==> src/rtl/ldpc_serial_encoder.sv <==
// Bit-serial LDPC encoder: one generator column per clock, codeword built MSB-first by left shift.
// Optional build macro LDPC_ENC_SYSTEMATIC_EN: info word loaded as codeword MSBs, only parity columns K..N-1 computed.
module ldpc_serial_encoder #(
  parameter int N = 11,
  parameter int K = 6
) (
  input  logic                 clk,
  input  logic                 rst_n,
  input  logic                 i_valid,
  output logic                 i_ready,
  input  logic [K-1:0]         info_bits,
  input  logic                 g_we,
  input  logic [$clog2(N)-1:0] g_addr,
  input  logic [K-1:0]         g_wdata,
  output logic                 o_valid,
  input  logic                 o_ready,
  output logic [N-1:0]         codeword
);

  localparam int AW = $clog2(N);
  localparam logic [AW-1:0] LAST = AW'(N - 1);

  typedef enum logic [1:0] {
    IDLE,
    ENCODE,
    DONE
  } state_e;

  state_e        state_q;
  logic [AW-1:0] cnt_q;
  logic [K-1:0]  info_q;
  logic [N-1:0]  cw_q;
  logic [N-1:0]  cw_d;
  logic [K-1:0]  g_q [N];
  logic          ready_q;
  logic          valid_q;
  logic          par_bit;

  // Parity of the current column shifts in at the LSB; systematic builds keep the info MSBs fixed.
  always_comb begin
    par_bit = ^(info_q & g_q[cnt_q]);
    cw_d    = {cw_q[N-2:0], par_bit};
`ifdef LDPC_ENC_SYSTEMATIC_EN
    cw_d[N-1:N-K] = cw_q[N-1:N-K];
`endif
  end

  always_ff @(posedge clk or negedge rst_n) begin
    if (!rst_n) begin
      state_q <= IDLE;
      ready_q <= 1'b1;
      valid_q <= 1'b0;
      cnt_q   <= '0;
      info_q  <= '0;
      cw_q    <= '0;
      for (int i = 0; i < N; i++) begin
        g_q[i] <= '0;
      end
    end else begin
      case (state_q)
        IDLE: begin
          if (g_we && (g_addr <= LAST)) begin
            g_q[g_addr] <= g_wdata;
          end
          if (i_valid) begin
            info_q  <= info_bits;
`ifdef LDPC_ENC_SYSTEMATIC_EN
            cnt_q   <= AW'(K);
            cw_q    <= {info_bits, {(N-K){1'b0}}};
`else
            cnt_q   <= '0;
            cw_q    <= '0;
`endif
            state_q <= ENCODE;
            ready_q <= 1'b0;
          end
        end
        ENCODE: begin
          cw_q  <= cw_d;
          cnt_q <= cnt_q + 1'b1;
          if (cnt_q == LAST) begin
            state_q <= DONE;
            valid_q <= 1'b1;
          end
        end
        DONE: begin
          // Leaving DONE lands in IDLE, so a new word can only be taken one edge later.
          if (o_ready) begin
            state_q <= IDLE;
            valid_q <= 1'b0;
            ready_q <= 1'b1;
          end
        end
        default: begin
          state_q <= IDLE;
          valid_q <= 1'b0;
          ready_q <= 1'b1;
        end
      endcase
    end
  end

  assign i_ready  = ready_q;
  assign o_valid  = valid_q;
  assign codeword = cw_q;

endmodule
==> config.mk <==
export PLATFORM = sky130hd
export DESIGN_NAME = ldpc_serial_encoder
export DESIGN_NICKNAME = d
export VERILOG_FILES = /design/src/rtl/ldpc_serial_encoder.sv
export SDC_FILE = /design/constraint.sdc
export NUM_CORES = 1
export LEC_CHECK = 0
export CAP_MARGIN = 20
export CORE_MARGIN = 2
export CORE_UTILIZATION = 46
export CTS_CLUSTER_SIZE = 25
export DETAILED_ROUTE_END_ITERATION = 10
export PLACE_DENSITY = 0.71
export REMOVE_ABC_BUFFERS = 1
export SYNTH_ARGS = -nofsm -noshare
export SYNTH_HDL_FRONTEND = slang
export SYNTH_SLANG_ARGS = --single-unit
==> constraint.sdc <==
create_clock -name clk -period 1.94 [get_ports clk]
set_input_delay 0.388 -clock clk [delete_from_list [all_inputs] [get_ports clk]]
set_output_delay 0.388 -clock clk [all_outputs]
set_load 0.03 [all_outputs]
==> results of run 1 <==
[cell families after synthesis]
family / count (synthesis) / share of synthesized area (%)
simple gates: 87 / 10.44
flops: 91 / 52.83
compound gates: 38 / 6.556
mux: 94 / 25.44
fa+ha+maj: 2 / 0.5801
xor+xnor: 6 / 1.538
buf+inv: 22 / 2.611
[flip-flops by register name, summed over array words and instances (netlist names)]
| signal | flops |
|---|---|
| g_q | 66 |
| codeword | 11 |
| info_q | 6 |
| cnt_q | 4 |
| state_q | 2 |
| i_ready | 1 |
| o_valid | 1 |
[metrics by stage]
stage	std cells	cell area (sq um)	total power, mW	utilization, %	setup TNS [ns]
floorplan	319	4204	5.215	-	-0.6443
global placement	490	4949	6.325	54.07	-12.46
detailed placement	490	4949	6.426	54.07	-13.08
CTS	512	5274	8.012	57.62	-0.2203
global route	512	5289	8.506	57.79	-0.3472
finish	512	5289	8.005	57.79	-0.2492
[timing repair]
action                     4_1_cts  5_1_grt
pin swaps                       11        2
setup endpoints to repair        2       25
buffers inserted                 5        0
hold endpoints to repair        28        0
hold buffers                     1        0
resized for setup               20        4
[worst register-to-register path: stages (launching register included)]
cell and delay, ns:
dfrtp_1 0.41, buf_12 0.15, buf_8 0.13, buf_6 0.11
mux2_4 0.30, o22ai_4 0.19, nor4b_2 0.08, a32oi_1 0.21
xor2_1 0.17, xnor3_1 0.25, o22ai_2 0.11
[per-layer routing]
layer | part of all wire [%] | vias to the layer above | global-route usage [%]
li1 | - | 1321 | -
met1 | 48 | 1435 | 28.98
met2 | 47 | 60 | 32.41
met3 | 3.8 | 11 | 3.675
met4 | 1.3 | 0 | 5.163
met5 | 0 | - | 0
[worst max-delay path by stage]
stage	from	slack, ns	depth (start not counted)	end
5_1_grt	cnt_q[0]$_DFFE_PN0P_	-0.35	10	codeword[0]$_DFFE_PN0P_
3_3_place_gp	g_we	-0.24	6	g_q[56]$_DFFE_PN0P_
3_5_place_dp	g_we	-0.25	6	g_q[56]$_DFFE_PN0P_
4_1_cts	cnt_q[0]$_DFFE_PN0P_	-0.22	10	codeword[0]$_DFFE_PN0P_
6_report	cnt_q[0]$_DFFE_PN0P_	-0.25	10	codeword[0]$_DFFE_PN0P_
2_1_floorplan	cnt_q[0]$_DFFE_PN0P_	-0.64	7	codeword[0]$_DFFE_PN0P_
[power by group through the flow]
| stage | Combinational (mW) | Clock (mW) | Sequential (mW) |
|---|---|---|---|
| 2_1_floorplan | 1.81 | 0 | 3.41 |
| 3_3_place_gp | 3.24 | 0 | 3.09 |
| 3_5_place_dp | 3.30 | 0 | 3.12 |
| 4_1_cts | 3.60 | 1.31 | 3.09 |
| 5_1_grt | 3.90 | 1.41 | 3.20 |
| 6_report | 3.62 | 1.28 | 3.10 |
[layout by cell type (no fill, tap or decap), types with 2 or more instances in the layout]
cell type,count
clkinvlp_4,2
xnor2_1,3
mux4_2,4
a2111oi_2,3
clkdlybuf4s50_1,31
o22ai_2,3
mux2i_1,7
buf_4,24
nand3_1,5
clkbuf_1,2
nand2_1,41
nand2_2,2
o21ai_0,16
o22ai_4,2
a22oi_1,2
nor4b_2,3
o211ai_1,2
clkbuf_8,10
nor2b_1,9
mux2_2,77
nand2b_1,4
xor2_1,2
nor2_1,9
nor3b_2,3
mux2_1,2
mux2_4,3
buf_12,6
dfrtp_1,90
buf_8,2
a32oi_1,4
a21oi_1,2
ha_1,2
[cell type report]
cell class / instances / area (sq um) / area share (%)
Clock buffer: 12 / 145.1 / 2.744
Clock inverter: 4 / 50.05 / 0.9463
Inverter: 1 / 3.754 / 0.07097
Multi-Input combinational cell: 227 / 2002 / 37.85
Sequential cell: 91 / 2278 / 43.08
Tap cell: 111 / 138.9 / 2.626
Timing Repair Buffer: 66 / 670.6 / 12.68
==> summary.txt, run 1 <==
GP Congestion - 0.7966
ys async rst share - 100.0%
CP max-delay cell - dfrtp_1
CP max FO - 6
first-pass GRT wire length - 15730 microns
Syn Area/Cell - 12.68 sq um
Sw Ratio - 35.32%
IO Count - 34
most numerous cell in the Yosys netlist - dfrtp_1
Post-Syn Instances - 340
H-tree depth - 3
Vias - 2827
aggregate routed wire length - 9473 microns
Min Hold Slack - 0.5064 ns
worst setup path class - flop to flop
pin count of the biggest net entering global routing - 47
CTS tree - yes
Reg2Reg Setup Slack - -0.25 ns
yosys warns - 0
Final Hold Viols - 0
I/O Buffers - 33
vias in the first global route - 2930
leakage - 2.348 nW
antenna violations before repair - 0
Die Y - 100.8 microns
Tmin final - 2.189 ns
DIE AREA - 0.01017 sq mm
chip width - 100.8 microns
vias per cell - 5.521
Clock Latency Late Sink - 0.36 ns
WP buf/inv - 3
CP peak stage delay - 0.41 ns
Final Net Count - 419
Hold/Removal Path Class - primary input to asynchronous set/reset pin
crit-path cells - buf_12 > buf_8 > buf_6 > mux2_4 > o22ai_4 > nor4b_2 > a32oi_1 > xor2_1 > xnor3_1 > o22ai_2
R2R depth - 10
power per cell area - 1514 mW/mm^2
FMAX - 0.4568 GHz
post-DR wirelength/cell - 18.50 microns
Worst-path clk slew - 0.09 ns
top cells by area, synth - dfrtp_1 52%, mux2_2 21%, nand2_1 3.7%
Syn-to-layout area delta - 22.63%
pre-CTS WS - -0.2485 ns
Pint - 5.178 mW
Clock Path Buffers - 2
final setup fails - 1
GRT Util Overall - 20.36%
row count - 35
clk sinks - 91
initial DRC count - 123
worst reg2reg endpoint - codeword[0]$_DFFE_PN0P_
failing checks - negative setup slack
sequential share of power - 38.7%
first-pass iteration count of the detailed router - 4
Seq/Total Area, Yosys - 52.83%
Netlist cell types - 45
MaxCap Viol Count - 0
Layout Skew - 0.008809 ns
area leader, netlist - dfrtp_1
Critical Path AT - 2.46 ns
Tightest Pin Transition - 0.5685 ns
Fillers - 752
number of synthesized flops with an enable pin - 0
Final HPWL DP - 6438 microns
maximum vdd drop - 0.5345 mV
Yosys top cell area share - 52.22%
residual DRC count - 0
Final Slew Violations - 0
Commonest cells post-synth - 90 x dfrtp_1, 79 x mux2_2, 43 x nand2_1
Core Region - 0.009153 sq mm
period utilization - 112.8%
worst setup slack after layout - -0.2492 ns
Critical Path Start Type - flop
Slew headroom - 62.10%
synthesized area - 0.004313 sq mm
dominant synthesized flop cell - dfrtp_1
total CTS buffers - 9
Logic pwr share - 45.2%
flops & latches, synth - 91
Overflow after GRT - 0
CP top delay family - compound AO/OA/AOI/OAI gates
worst r2r src - cnt_q[0]$_DFFE_PN0P_
share of layout cells above drive strength 1 - 38.65%
RSZ-0062 raised after global routing - yes
CP Data Required Time - 2.21 ns
Starting Density - 47.12%
final antenna-violating net count - 0
Switching Power - 2.828 mW
ant diodes - 0
Clock power frac - 16.0%
Root Buffer - clkbuf_8
status - complete, but fails checks
Critical Path Sink Type - flop
No activity file was read; power rests on OpenSTA's default activity.
==> run 2, diff against run 1 <==
--- a/config.mk
+++ b/config.mk
@@ -6,8 +6,10 @@
 export NUM_CORES = 1
 export LEC_CHECK = 0
 export CAP_MARGIN = 20
+export CORE_ASPECT_RATIO = 0.5
 export CORE_MARGIN = 2
 export CORE_UTILIZATION = 46
+export CTS_BUF_LIST = sky130_fd_sc_hd__clkbuf_16
 export CTS_CLUSTER_SIZE = 25
 export DETAILED_ROUTE_END_ITERATION = 10
 export PLACE_DENSITY = 0.71
==> summary.txt, run 2 (synthesis results as in run 1) <==
Starting Density - 48.36% (was 47.12%)
Vias - 2912 (was 2827)
Die Y - 72.47 microns (was 100.8 microns)
Fillers - 672 (was 752)
first-pass GRT wire length - 16180 microns (was 15730 microns)
pin count of the biggest net entering global routing - 92 (was 47)
clk sinks - 91 (unchanged)
GP Congestion - 0.8604 (was 0.7966)
Final HPWL DP - 7014 microns (was 6438 microns)
DIE AREA - 0.01021 sq mm (was 0.01017 sq mm)
sequential share of power - 37.3% (was 38.7%)
area of all placed cells without fillers - 0.005353 sq mm (was 0.005289 sq mm)
Syn-to-layout area delta - 24.11% (was 22.63%)
RSZ-0062 raised after global routing - yes (unchanged)
Slew headroom - 62.69% (was 62.10%)
total CTS buffers - 9 (unchanged)
Logic pwr share - 43.7% (was 45.2%)
GRT Util Overall - 21.38% (was 20.36%)
CP Data Required Time - 2.20 ns (was 2.21 ns)
vias in the first global route - 3136 (was 2930)
Worst-path clk slew - 0.07 ns (was 0.09 ns)
CP peak stage delay - 0.41 ns (about the same)
register bank with the most flops - g_q (unchanged)
Critical Path AT - 2.44 ns (was 2.46 ns)
H-tree depth - 3 (unchanged)
FMAX - 0.4587 GHz (was 0.4568 GHz)
Pint - 5.440 mW (was 5.178 mW)
Overflow after GRT - 0 (unchanged)
Clock power frac - 19.0% (was 16.0%)
Hold/Removal Path Class - primary input to asynchronous set/reset pin (unchanged)
maximum vdd drop - 0.5477 mV (was 0.5345 mV)
chip width - 140.9 microns (was 100.8 microns)
max reg flops - 66 (unchanged)
CP max FO - 6 (unchanged)
Final Hold Viols - 0 (unchanged)
Critical Path Start Type - flop (unchanged)
Final Slew Violations - 0 (unchanged)
share of layout cells above drive strength 1 - 39.05% (was 38.65%)
period utilization - 112.4% (was 112.8%)
Critical Path Sink Type - flop (unchanged)
final antenna-violating net count - 0 (unchanged)
status - complete, but fails checks (unchanged)
CP top delay family - compound AO/OA/AOI/OAI gates (unchanged)
leakage - 2.380 nW (was 2.348 nW)
post-DR wirelength/cell - 19.33 microns (was 18.50 microns)
CTS tree - yes (unchanged)
row count - 24 (was 35)
aggregate routed wire length - 10030 microns (was 9473 microns)
Layout Skew - 0.005948 ns (was 0.008809 ns)
Final Net Count - 420 (was 419)
worst setup path class - flop to flop (unchanged)
WP buf/inv - 3 (unchanged)
most frequent cells in the layout - 90 x dfrtp_1, 77 x mux2_2, 42 x nand2_1 (was 90 x dfrtp_1, 77 x mux2_2, 41 x nand2_1)
ant diodes - 0 (unchanged)
crit-path cells - buf_12 > buf_8 > buf_6 > mux2_4 > o22ai_2 > nor4b_2 > a32oi_1 > xor2_1 > xnor3_1 > o22ai_2 (was buf_12 > buf_8 > buf_6 > mux2_4 > o22ai_4 > nor4b_2 > a32oi_1 > xor2_1 > xnor3_1 > o22ai_2)
commonest non-fill, non-tap cell in the layout - dfrtp_1 (unchanged)
Clock Path Buffers - 2 (unchanged)
Core Region - 0.008919 sq mm (was 0.009153 sq mm)
Sw Ratio - 35.39% (was 35.32%)
first-pass iteration count of the detailed router - 4 (unchanged)
Tightest Pin Transition - 0.5597 ns (was 0.5685 ns)
setup TNS - -0.2399 ns (was -0.2492 ns)
placed inst area - 0.004918 sq mm (was 0.004949 sq mm)
Clock Latency Late Sink - 0.34 ns (was 0.36 ns)
vias per cell - 5.611 (was 5.521)
worst setup slack after layout - -0.2399 ns (was -0.2492 ns)
failing checks - negative setup slack (unchanged)
power per cell area - 1573 mW/mm^2 (was 1514 mW/mm^2)
CP max-delay cell - dfrtp_1 (unchanged)
residual DRC count - 0 (unchanged)
MaxCap Viol Count - 0 (unchanged)
CTS Hold Bufs - 0 (was 1)
pre-CTS WS - -0.3268 ns (was -0.2485 ns)
I/O Buffers - 33 (unchanged)
IO Count - 34 (unchanged)
Switching Power - 2.980 mW (was 2.828 mW)
initial DRC count - 199 (was 123)
antenna violations before repair - 0 (unchanged)
Tmin final - 2.180 ns (was 2.189 ns)
crit-path most repeated cell - o22ai_2
final setup fails - 1 (unchanged)
Root Buffer - clkbuf_16 (was clkbuf_8)
## run 2: per-stage QoR
stage	utilization (%)	std cells	power, mW	hold slack [ns]
6_report	60.02	519	8.419	0.07764
5_1_grt	60.02	519	8.879	0.1170
2_1_floorplan	-	319	5.215	0.09241
4_1_cts	59.90	519	8.418	0.1007
3_3_place_gp	55.15	496	6.286	0.4574
3_5_place_dp	55.15	496	6.438	0.4707
## run 2: power groups by stage
stage / Combinational, mW / Sequential [mW] / Clock (mW)
2_1_floorplan: 1.81 / 3.41 / 0
3_3_place_gp: 3.18 / 3.11 / 0
3_5_place_dp: 3.30 / 3.14 / 0
4_1_cts: 3.66 / 3.12 / 1.63
5_1_grt: 3.93 / 3.22 / 1.72
6_report: 3.68 / 3.14 / 1.60
## run 2: final cells by class
type | instances | area [sq um] | share of cell area (%)
repair buffers | 67 | 659.4 | 12.32
multi-input cells | 227 | 1996 | 37.28
flip-flops and latches | 91 | 2278 | 42.57
clock inverters | 7 | 43.79 | 0.8181
inverters | 1 | 3.754 | 0.07013
clock buffers | 9 | 225.2 | 4.208
well taps | 117 | 146.4 | 2.735
## run 2: final timing paths
kind | start | to | slack [ns] | cells after the start
max | cnt_q[0]$_DFFE_PN0P_ | codeword[0]$_DFFE_PN0P_ | -0.24 | 10
min | rst_n | g_q[37]$_DFFE_PN0P_ | 0.08 | 2
max reg2reg | cnt_q[0]$_DFFE_PN0P_ | codeword[0]$_DFFE_PN0P_ | -0.24 | 10
min reg2reg | g_q[28]$_DFFE_PN0P_ | g_q[28]$_DFFE_PN0P_ | 0.51 | 1
max in group asynchronous | rst_n | i_ready$_DFFE_PN1P_ | 1.48 | 2
min in group clk | g_q[28]$_DFFE_PN0P_ | g_q[28]$_DFFE_PN0P_ | 0.51 | 1
## run 2: timing repair
item,4_1_cts,5_1_grt
resized for setup,22,3
endpoints found under the setup margin,2,27
pin swaps,10,1
setup buffers,7,0
## run 2: routing by layer
layer  share of wire [%]  vias to the layer above  track usage [%]
li1                    -                     1332                -
met1                  44                     1474            26.29
met2                  47                       84            34.91
met3                 6.8                       22            6.799
met4                 2.1                        0            10.56
met5                   0                        -                0
